`src/rtl/cordic_hyp_unit.sv`:
```
// cordic_hyp_unit
//   Iterative hyperbolic CORDIC engine for the calculator datapath. Computes
//   ln(x) or sqrt(x) of an unsigned fixed-point operand, one micro-rotation
//   per enabled clock. The operand is first normalised to a mantissa and a
//   binary exponent, so the whole input range is covered.
//
//   FSM: IDLE -> NORM -> ITER -> POST -> DONE -> IDLE
//   The earliest result handshake edge is NI+3 enabled edges after the accept
//   edge (NI = ITERATIONS + repeated indices). For a zero operand it is 3.
//
// Ports
//   CLK      in   clock, rising edge
//   RST_N    in   asynchronous active-low reset (aborts any operation)
//   i_ce     in   clock enable, all state frozen while low
//   i_valid  in   operand valid
//   o_ready  out  engine idle, operand can be accepted
//   i_mode   in   0 = ln, 1 = sqrt
//   i_val    in   operand, unsigned Q(IW-IFW).IFW
//   o_valid  out  result valid (held until i_ready)
//   i_ready  in   downstream accepts result
//   o_res    out  result, signed Q(OW-OFW).OFW
//   o_err    out  domain error (ln of zero)
//   o_busy   out  engine not idle
module cordic_hyp_unit #(
  parameter int IW         = 16,
  parameter int IFW        = 8,
  parameter int OW         = 24,
  parameter int OFW        = 16,
  parameter int W          = 32,
  parameter int ITERATIONS = 20
) (
  input  logic          CLK,
  input  logic          RST_N,
  input  logic          i_ce,
  input  logic          i_valid,
  output logic          o_ready,
  input  logic          i_mode,
  input  logic [IW-1:0] i_val,
  output logic          o_valid,
  input  logic          i_ready,
  output logic [OW-1:0] o_res,
  output logic          o_err,
  output logic          o_busy
);

  localparam int FB  = 30;                        // working fractional bits
  localparam int KW  = 8;                         // exponent width
  localparam int LW  = $clog2(IW);
  localparam int IXW = $clog2(ITERATIONS + 2);
  localparam int AW  = W + 16;                    // ln post-processing width
  localparam int PW  = 2 * W + 8;                 // sqrt product width

  // atanh(2^-i) in Q.30, evaluated from the odd power series in Q.62.
  function automatic logic [W-1:0] atanh_q(input int i);
    logic [63:0] acc;
    int          e;
    acc = '0;
    if (i > 0) begin
      for (int n = 0; n < 32; n++) begin
        e = i * (2 * n + 1);
        if (e <= 62)
          acc = acc + ((64'd1 << (62 - e)) / 64'(2 * n + 1));
      end
    end
    return W'((acc + (64'd1 << 31)) >> 32);
  endfunction

  // 1/K_h in Q.30 where K_h = prod sqrt(1 - 4^-i) over the executed schedule
  // (indices 4, 13 and 40 counted twice).
  function automatic logic [W-1:0] kinv_q();
    logic [127:0] p, v, r, b;
    int           reps;
    p = 128'd1 << 62;
    for (int i = 1; i <= ITERATIONS; i++) begin
      reps = (i == 4 || i == 13 || i == 40) ? 2 : 1;
      for (int n = 0; n < reps; n++)
        if (2 * i <= 62)
          p = (p * ((128'd1 << 62) - (128'd1 << (62 - 2 * i)))) >> 62;
    end
    // integer square root of p*2^62 gives K_h in Q.62
    v = p << 62;
    r = '0;
    b = 128'd1 << 126;
    for (int j = 0; j < 64; j++) begin
      if (v >= r + b) begin
        v = v - (r + b);
        r = (r >> 1) + b;
      end else begin
        r = r >> 1;
      end
      b = b >> 2;
    end
    return W'(((128'd1 << 92) + (r >> 1)) / r);
  endfunction

  localparam logic signed [W-1:0]  ONE_Q   = W'(64'd1 << FB);
  localparam logic signed [W-1:0]  QTR_Q   = W'(64'd1 << (FB - 2));
  localparam logic signed [AW-1:0] LN2_Q   = AW'(64'd744261118);  // ln2 * 2^30
  localparam logic signed [W-1:0]  KINV_Q  = kinv_q();
  localparam logic signed [PW-1:0] SAT_MAX = (PW'(1) <<< (OW - 1)) - PW'(1);
  localparam logic signed [PW-1:0] SAT_MIN = -(PW'(1) <<< (OW - 1));

  function automatic logic [OW-1:0] sat_ow(input logic signed [PW-1:0] v);
    if (v > SAT_MAX)
      return SAT_MAX[OW-1:0];
    else if (v < SAT_MIN)
      return SAT_MIN[OW-1:0];
    else
      return v[OW-1:0];
  endfunction

  typedef enum logic [2:0] {
    S_IDLE = 3'd0,
    S_NORM = 3'd1,
    S_ITER = 3'd2,
    S_POST = 3'd3,
    S_DONE = 3'd4
  } state_t;

  state_t                state_reg, state_next;
  logic [IW-1:0]         val_reg, val_next;
  logic                  mode_reg, mode_next;
  logic                  zero_reg, zero_next;
  logic                  rep_reg, rep_next;
  logic signed [W-1:0]   x_reg, x_next;
  logic signed [W-1:0]   y_reg, y_next;
  logic signed [W-1:0]   z_reg, z_next;
  logic signed [KW-1:0]  k_reg, k_next;
  logic [IXW-1:0]        idx_reg, idx_next;
  logic [OW-1:0]         res_reg, res_next;
  logic                  err_reg, err_next;

  logic signed [W-1:0]   atanh_rom [0:ITERATIONS];

  generate
    for (genvar gi = 0; gi <= ITERATIONS; gi++) begin : g_atanh_rom
      assign atanh_rom[gi] = atanh_q(gi);
    end
  endgenerate

  // ---------------------------------------------------------------- NORM
  logic [LW-1:0]         lead_pos;
  logic signed [KW-1:0]  k_raw, k_seed;
  logic [W-1:0]          m_norm;
  logic signed [W-1:0]   m_seed, x_seed, y_seed;

  always_comb begin
    lead_pos = '0;
    for (int b = 0; b < IW; b++)
      if (val_reg[b]) lead_pos = LW'(b);
  end

  // Leading one lands at bit FB-1, i.e. m in [0.5,1) with v = m*2^k.
  // sqrt needs an even exponent: bump k and halve m, giving m in [0.25,0.5).
  always_comb begin
    k_raw  = KW'(int'(lead_pos) + 1 - IFW);
    m_norm = W'(val_reg) << (FB - 1 - int'(lead_pos));
    if (mode_reg && k_raw[0]) begin
      k_seed = k_raw + KW'(1);
      m_seed = $signed(m_norm >> 1);
    end else begin
      k_seed = k_raw;
      m_seed = $signed(m_norm);
    end
    x_seed = m_seed + (mode_reg ? QTR_Q : ONE_Q);
    y_seed = m_seed - (mode_reg ? QTR_Q : ONE_Q);
  end

  // ---------------------------------------------------------------- ITER
  logic signed [W-1:0] x_sh, y_sh;
  logic                is_rep, last_iter;

  assign x_sh = x_reg >>> idx_reg;
  assign y_sh = y_reg >>> idx_reg;
  // Indices 4, 13, 40 run a second time so the hyperbolic sequence converges.
  assign is_rep    = !rep_reg && (int'(idx_reg) == 4 || int'(idx_reg) == 13 ||
                                  int'(idx_reg) == 40);
  assign last_iter = !is_rep && (int'(idx_reg) == ITERATIONS);

  // ---------------------------------------------------------------- POST
  logic signed [AW-1:0] acc_ln, rnd_ln;
  logic signed [PW-1:0] prod_sq, rnd_sq;
  int                   sq_shift;
  logic [OW-1:0]        post_res;
  logic                 post_err;

  // z converges to atanh(y0/x0) = ln(m)/2, so ln(v) = 2z + k*ln2.
  assign acc_ln   = (AW'(z_reg) <<< 1) + AW'(k_reg) * LN2_Q;
  assign rnd_ln   = (acc_ln + (AW'(1) <<< (FB - OFW - 1))) >>> (FB - OFW);
  // x converges to K_h*sqrt(m); product is Q.60, the k/2 scale folds into the
  // final right shift (k/2 may be negative).
  assign prod_sq  = PW'(x_reg) * PW'(KINV_Q);
  assign sq_shift = 2 * FB - OFW - int'(k_reg >>> 1);
  assign rnd_sq   = (prod_sq + (PW'(1) <<< (sq_shift - 1))) >>> sq_shift;

  always_comb begin
    post_err = 1'b0;
    if (zero_reg) begin
      post_res = mode_reg ? '0 : {1'b1, {(OW-1){1'b0}}};
      post_err = !mode_reg;
    end else if (mode_reg) begin
      post_res = sat_ow(rnd_sq);
    end else begin
      post_res = sat_ow(PW'(rnd_ln));
    end
  end

  // ---------------------------------------------------------------- FSM
  always_comb begin
    state_next = state_reg;
    val_next   = val_reg;
    mode_next  = mode_reg;
    zero_next  = zero_reg;
    rep_next   = rep_reg;
    x_next     = x_reg;
    y_next     = y_reg;
    z_next     = z_reg;
    k_next     = k_reg;
    idx_next   = idx_reg;
    res_next   = res_reg;
    err_next   = err_reg;
    if (i_ce) begin
      case (state_reg)
        S_IDLE: begin
          if (i_valid) begin
            val_next   = i_val;
            mode_next  = i_mode;
            state_next = S_NORM;
          end
        end
        S_NORM: begin
          idx_next = IXW'(1);
          rep_next = 1'b0;
          z_next   = '0;
          if (val_reg == '0) begin
            zero_next  = 1'b1;
            x_next     = '0;
            y_next     = '0;
            k_next     = '0;
            state_next = S_POST;
          end else begin
            zero_next  = 1'b0;
            x_next     = x_seed;
            y_next     = y_seed;
            k_next     = k_seed;
            state_next = S_ITER;
          end
        end
        S_ITER: begin
          if (!y_reg[W-1]) begin
            x_next = x_reg - y_sh;
            y_next = y_reg - x_sh;
            z_next = z_reg + atanh_rom[idx_reg];
          end else begin
            x_next = x_reg + y_sh;
            y_next = y_reg + x_sh;
            z_next = z_reg - atanh_rom[idx_reg];
          end
          if (is_rep) begin
            rep_next = 1'b1;
          end else begin
            rep_next = 1'b0;
            idx_next = idx_reg + IXW'(1);
          end
          if (last_iter) state_next = S_POST;
        end
        S_POST: begin
          res_next   = post_res;
          err_next   = post_err;
          state_next = S_DONE;
        end
        S_DONE: begin
          if (i_ready) state_next = S_IDLE;
        end
        default: state_next = S_IDLE;
      endcase
    end
  end

  always_ff @(posedge CLK or negedge RST_N) begin
    if (!RST_N) begin
      state_reg <= S_IDLE;
      val_reg   <= '0;
      mode_reg  <= 1'b0;
      zero_reg  <= 1'b0;
      rep_reg   <= 1'b0;
      x_reg     <= '0;
      y_reg     <= '0;
      z_reg     <= '0;
      k_reg     <= '0;
      idx_reg   <= '0;
      res_reg   <= '0;
      err_reg   <= 1'b0;
    end else begin
      state_reg <= state_next;
      val_reg   <= val_next;
      mode_reg  <= mode_next;
      zero_reg  <= zero_next;
      rep_reg   <= rep_next;
      x_reg     <= x_next;
      y_reg     <= y_next;
      z_reg     <= z_next;
      k_reg     <= k_next;
      idx_reg   <= idx_next;
      res_reg   <= res_next;
      err_reg   <= err_next;
    end
  end

  assign o_ready = (state_reg == S_IDLE);
  assign o_busy  = (state_reg != S_IDLE);
  assign o_valid = (state_reg == S_DONE);
  assign o_res   = res_reg;
  assign o_err   = err_reg;

endmodule

```
`config.mk`:
```
export PLATFORM = sky130hd
export DESIGN_NAME = cordic_hyp_unit
export DESIGN_NICKNAME = d
export VERILOG_FILES = /design/src/rtl/cordic_hyp_unit.sv
export SDC_FILE = /design/constraint.sdc
export NUM_CORES = 2
export LEC_CHECK = 0
export ABC_AREA = 1
export CORE_ASPECT_RATIO = 0.75
export CORE_MARGIN = 2
export CORE_UTILIZATION = 38
export DETAILED_ROUTE_END_ITERATION = 6
export PLACE_DENSITY_LB_ADDON = 0.25
export SLEW_MARGIN = 20
export SYNTH_ARGS = -nofsm -noshare
export SYNTH_HDL_FRONTEND = slang
export SYNTH_SLANG_ARGS = --single-unit
export TNS_END_PERCENT = 5
```
`constraint.sdc`:
```
create_clock -name CLK -period 23.6 [get_ports CLK]
set_clock_uncertainty 0.2 [all_clocks]
set_input_delay 4.72 -clock CLK [delete_from_list [all_inputs] [get_ports CLK]]
set_output_delay 4.72 -clock CLK [all_outputs]
set_load 0.005 [all_outputs]
```
### Word-level counts from Yosys, hierarchy flattened

Memory sizes are Yosys's and may differ from the RTL's.
Index checks and enable logic that the tools add are counted.

| cells by class | value |
|---|---|
| multiplexer cells | 47 |
| shift operators | 5 |
| reduce and logical (&&, ||, !) cells | 17 |
| equal/unequal tests | 11 |
| bitwise operators | 1 |
| magnitude comparators | 5 |
| $add $sub $neg | 18 |
| multiply operators | 2 |

Operators by type and width:

| operator | count |
|---|---|
| $mux W32 | 8 |
| $pmux W32 S2 | 3 |
| $mux W24 | 7 |
| $add A32 B32 Y32 | 4 |
| $sub A32 B32 Y32 | 4 |
| $add A64 B72 Y72 | 1 |
| $gt A72 B24 Y1 const B | 1 |
| $lt A72 B24 Y1 const B | 1 |
| $sshl A2 B32 Y72 const A | 1 |
| $sshr A72 B32 Y72 | 1 |
| $sshr A32 B5 Y32 | 2 |
| $mul A32 B29 Y61 const B | 1 |
| $add A40 B15 Y41 const B | 1 |
| $add A33 B39 Y40 | 1 |
| $mul A8 B30 Y38 const B | 1 |
| $mux W4 | 8 |
| $shl A16 B32 Y32 | 1 |
| $mux W31 | 1 |
| $gt A27 B24 Y1 const B | 1 |
| $lt A27 B24 Y1 const B | 1 |
| $mux W3 | 7 |
| $logic_not A16 Y1 | 1 |
| $mux W8 | 2 |
| $pmux W3 S5 | 1 |
| 30 further kinds | 46 |

| word-level totals | value |
|---|---|
| memories | 1 |
| bits of input ports | 22 |
| logic and storage cells | 119 |
| output and inout bits | 28 |
| register bits | 156 |
| memory bits (read-only) | 1,024 |

Memory list:

| memory | depth | width | read ports | clocked after memory_dff | write ports | RTL line | source |
|---|---|---|---|---|---|---|---|
| (name not given) | 32 | 32 | 1 | 0 | 0 | 257 | `z_next = z_reg - atanh_rom[idx_reg];` |

### Depth between registers and ports, before layout

| logic depth | value |
|---|---|
| depth in word-level cells | 22 |
| gate-level depth with buffers | 73 |
| gate-level depth less buffers | 72 |

### Least setup slack after synthesis

No wires, ideal clock.

| timing | value |
|---|---|
| path kind | flip-flop to flip-flop |
| from | reg x_reg[11] |
| to | reg res_reg[13] (netlist: o_res[13]) |
| clock period less this slack | 10,348 ps |
| required time | 23,283 ps |
| stages on the path, launching flop included | 69 |
| slack | 13,252 ps |
| arrival | 10,031 ps |
| buffers on the path | 1 |
| library setup time | 117 ps |
| path through | dfrtp_1 ha_1 fa_1 inv_1 fa_1 fa_1 inv_1 fa_1 fa_1 fa_1 inv_1 fa_1 inv_1 ha_1 nand2_1 nor2_1 nand2_1 nor2_1 [... 33 more ...] nand3_1 nand2_1 nand2_1 nand3_1 nand2_1 nand2_1 nand2_1 nor2_1 nand2_1 nor2_1 nand2_1 nor2_1 nand2_1 nand2_2 buf_6 nand3_1 nand2_1 nand2_1 |

| on the way | value |
|---|---|
| longest elaborated chain between the ends | 8 |
| elaborated cells between the ends (all ways) | 9 |
| classes of those cells | add/sub: 1; mul: 1; order compare: 2; shift: 1; mux: 4 |

RTL lines:

| what | RTL line | source |
|---|---|---|
| start: declaration | 125 | `logic signed [W-1:0] x_reg, x_next;` |
| start signal: assignment | 300 | `x_reg <= x_next;` |
| $mul A32 B29 Y61 * | 192 | `assign prod_sq = PW'(x_reg) * PW'(KINV_Q);` |
| $add A64 B72 Y72 * | 194 | `assign rnd_sq = (prod_sq + (PW'(1) <<< (sq_shift - 1))) >>> sq_shift;` |
| $sshr A72 B32 Y72 * | 194 |  |
| $lt A72 B24 Y1 | 106 | `else if (v < SAT_MIN)` |
| $mux W24 | 106 |  |
| $mux W24 * | 104 | `if (v > SAT_MAX)` |
| $mux W24 * | 201 | `end else if (mode_reg) begin` |
| $mux W24 * | 198 | `if (zero_reg) begin` |
| end signal: assignment | 305 | `res_reg <= res_next;` |
| end: declaration | 130 | `logic [OW-1:0] res_reg, res_next;` |

Every way passes the cells marked *; elsewhere a longest branch is shown, timed or not.
A chain may end at the register's enable or synchronous reset.

### Final worst setup path

| timing | value |
|---|---|
| from | reg x_reg[2] |
| to | reg res_reg[7] (netlist: o_res[7]) |

Same word-level chain as after synthesis.

==> impl_metrics.yaml <==
global_routing:
  grt_max_degree: 84
  grt_pass1_vias: 47952
  overflow: 0
  grt_usage_pct: 26.8
  grt_pass1_wl_mm: 287
  antenna_found_initial: 5
worst_setup_path:
  cp-start-kind: "flip-flop"
  worstReg2RegStart: "x_reg[2]"
  cp_slowest_cell: "dfrtp_1"
  endpoint_kind: "flip-flop"
  slowest_delay_ns: 0.83
  required_ns: 23.84
  reg2regPathDepth: 55
  path_buf_inv: 6
  r2r_end: "o_res[7]"
  crit_arrival_ns: 13.59
  crit_fanout: 23
  reg2reg_slack_ns: 10.24
  worstSetupPathType: "reg -> reg"
  cp_top_family: "compound AO/OA/AOI/OAI gates"
  cp_common_cell: "nand2_1"
timing:
  relSlewSlack_pct: 25.2
  max_freq_mhz: 74.9
  drv_slew: 0
  finalHoldViolCount: 0
  fin_ws_ns: 10.24
  worst_pin_slew_ns: 1.12
  setup-violations-final: 0
  rsz0062_at_grt: "false"
  fin_crit_sh_pct: 56.6
  tns_ns: 0
  min_period_ns: 13.36
worst_hold_path:
  worstHoldStart: "o_err"
  hold_path_class: "reg -> reg"
  min_to: "o_err"
  min_delay_path_depth: 2
floorplanning:
  die_w_um: 427
  row_count: 116
  start_util_pct: 38.3
  die_y_um: 322
  core_region_area_um2: 133000
  ios: 50
  dieArea_um2: 137000
logic_synthesis:
  synth_area_um2: 51100
  synth_edf_count: 0
  synth_top_area_share_pct: 17.6
  syn_nets: 8793
  seq_area_frac_synth_pct: 7.59
  synth_seq_cells: 155
  yosysWarnings: 0
  postSynthCellCount: 7618
  synth-main-ff-cell: "dfrtp_1"
  async_flop_share_pct: 100
  ys_types: 69
  synth_area_leader_cell: "fa_1"
  syn_avg_cell_area_um2: 6.71
  ys_top_cells_by_area: "fa_1 18%, ha_1 17%, nand2_1 12%, inv_1 11%, dfrtp_1 7.6%"
detailed_routing:
  wl_per_cell_um: 19.9
  dr.pass1.iters: 6
  ant_nets: 0
  drc: 0
  drt_iter0_drc: 5075
  vias_per_cell: 5.37
  routed_wl_mm: 185
  num_vias: 49869
clock_network:
  path_clk_slew_ns: 0.08
  cts_buffers: 17
  cts_tree: "done"
  cts_sinks: 155
  postCtsSetupBuffers: 0
  clockBufferDepth: 2
  cts_hold_buf: 0
  ctsResizeCount: 0
  clk_latency_ns: 0.50
  cts-htree-levels: 4
  clock-root-buffer: "clkbuf_16"
final_layout:
  stdcell_count: 9290
  final_area_um2: 53900
  final_cell_mix: "1,646 x nand2_1, 1,463 x inv_1, 703 x ha_1, 541 x nor2_1, 519 x o21ai_0"
  layout_commonest_cell: "nand2_1"
  nets: 8682
  synthToLayoutAreaGrowth_pct: 5.42
  final_layout_size_suffix_gt1_share_pct: 3.09
  num_antenna_cells: 0
job:
  drv_cap: 0
place:
  port_buffers: 49
  dp.cells: 9258
  place_area_um2: 53300
  dp_slack_ns: 10.48
  place_congestion: 0.984
  dpl.hpwl_mm: 157
outcome:
  status: "finished clean"
## worst max path at each step
| stage | endpoint | slack (ns) | depth (start not counted) | start |
|---|---|---|---|---|
| floorplan | o_res[13] | 13.25 | 68 | x_reg[11] |
| global placement | o_res[16] | 10.52 | 59 | x_reg[0] |
| detailed placement | o_res[0] | 10.48 | 59 | x_reg[0] |
| CTS | o_res[1] | 10.45 | 59 | x_reg[0] |
| global route | o_res[1] | 9.38 | 59 | x_reg[4] |
| finish | o_res[7] | 10.24 | 55 | x_reg[2] |
## tightest hold or removal path, cell delays in order, from the launching register on
cell and delay (ns):
dfrtp_1 0.35, nand2_1 0.05, nand2_1 0.05
## area by class of cell
cell class	count	area, um^2
clock buffer	17	425
clock inverter	15	180
fill	14253	79500
inverter	1499	5640
multi-input combinational	5726	40600
sequential	155	3880
tap	1770	2210
timing repair buffer	108	935
## Yosys cell counts (all sizes together) (12+ instances only)
cell type / instances
o21bai: 21
a31oi: 74
clkbuf: 156
o31ai: 28
o22ai: 15
fa: 449
nand3: 504
dfrtp: 155
inv: 1489
xor2: 189
nor3: 50
mux2i: 67
a22oi: 46
o221ai: 26
nand4: 41
xnor2: 96
or2: 33
o21ai: 528
nand2: 1666
buf: 82
nor2: 559
a21o: 12
ha: 704
o211ai: 35
a21oi: 484
o21a: 16
## metal layers
layer	wire, um	GRT usage [%]	vias to the layer above
met2	76000	39.5	1673
met3	13700	3.92	120
met4	2250	3.81	6
met1	93100	41.7	23869
li1	-	-	24201
met5	36	0	-
## kinds of logic (layout without fill, tap and decap cells)
group | count (synthesis) | after routing | share of synthesized area [%]
xor gates and xnor gates | 285 | 285 | 5.01
adders and majority gates | 1153 | 1153 | 34.8
and+or+nand+nor | 2875 | 2875 | 23.5
buffers and inverters | 1737 | 1639 | 13.0
AOI/OAI and AO/OA | 1346 | 1346 | 14.8
DFF | 155 | 155 | 7.59
muxes | 67 | 67 | 1.31
## metrics by stage
| stage | util, % | hold slack, ns |
|---|---|---|
| after global placement | 39.9 | 0.275 |
| after floorplan | - | 0.272 |
| final | 40.4 | 0.290 |
| after global routing | 40.4 | 0.319 |
| after CTS | 40.4 | 0.294 |
| after detailed placement | 39.9 | 0.270 |
Power is not shown: default switching activity piles up to over one toggle a cycle in this logic, so the estimate is an artifact.
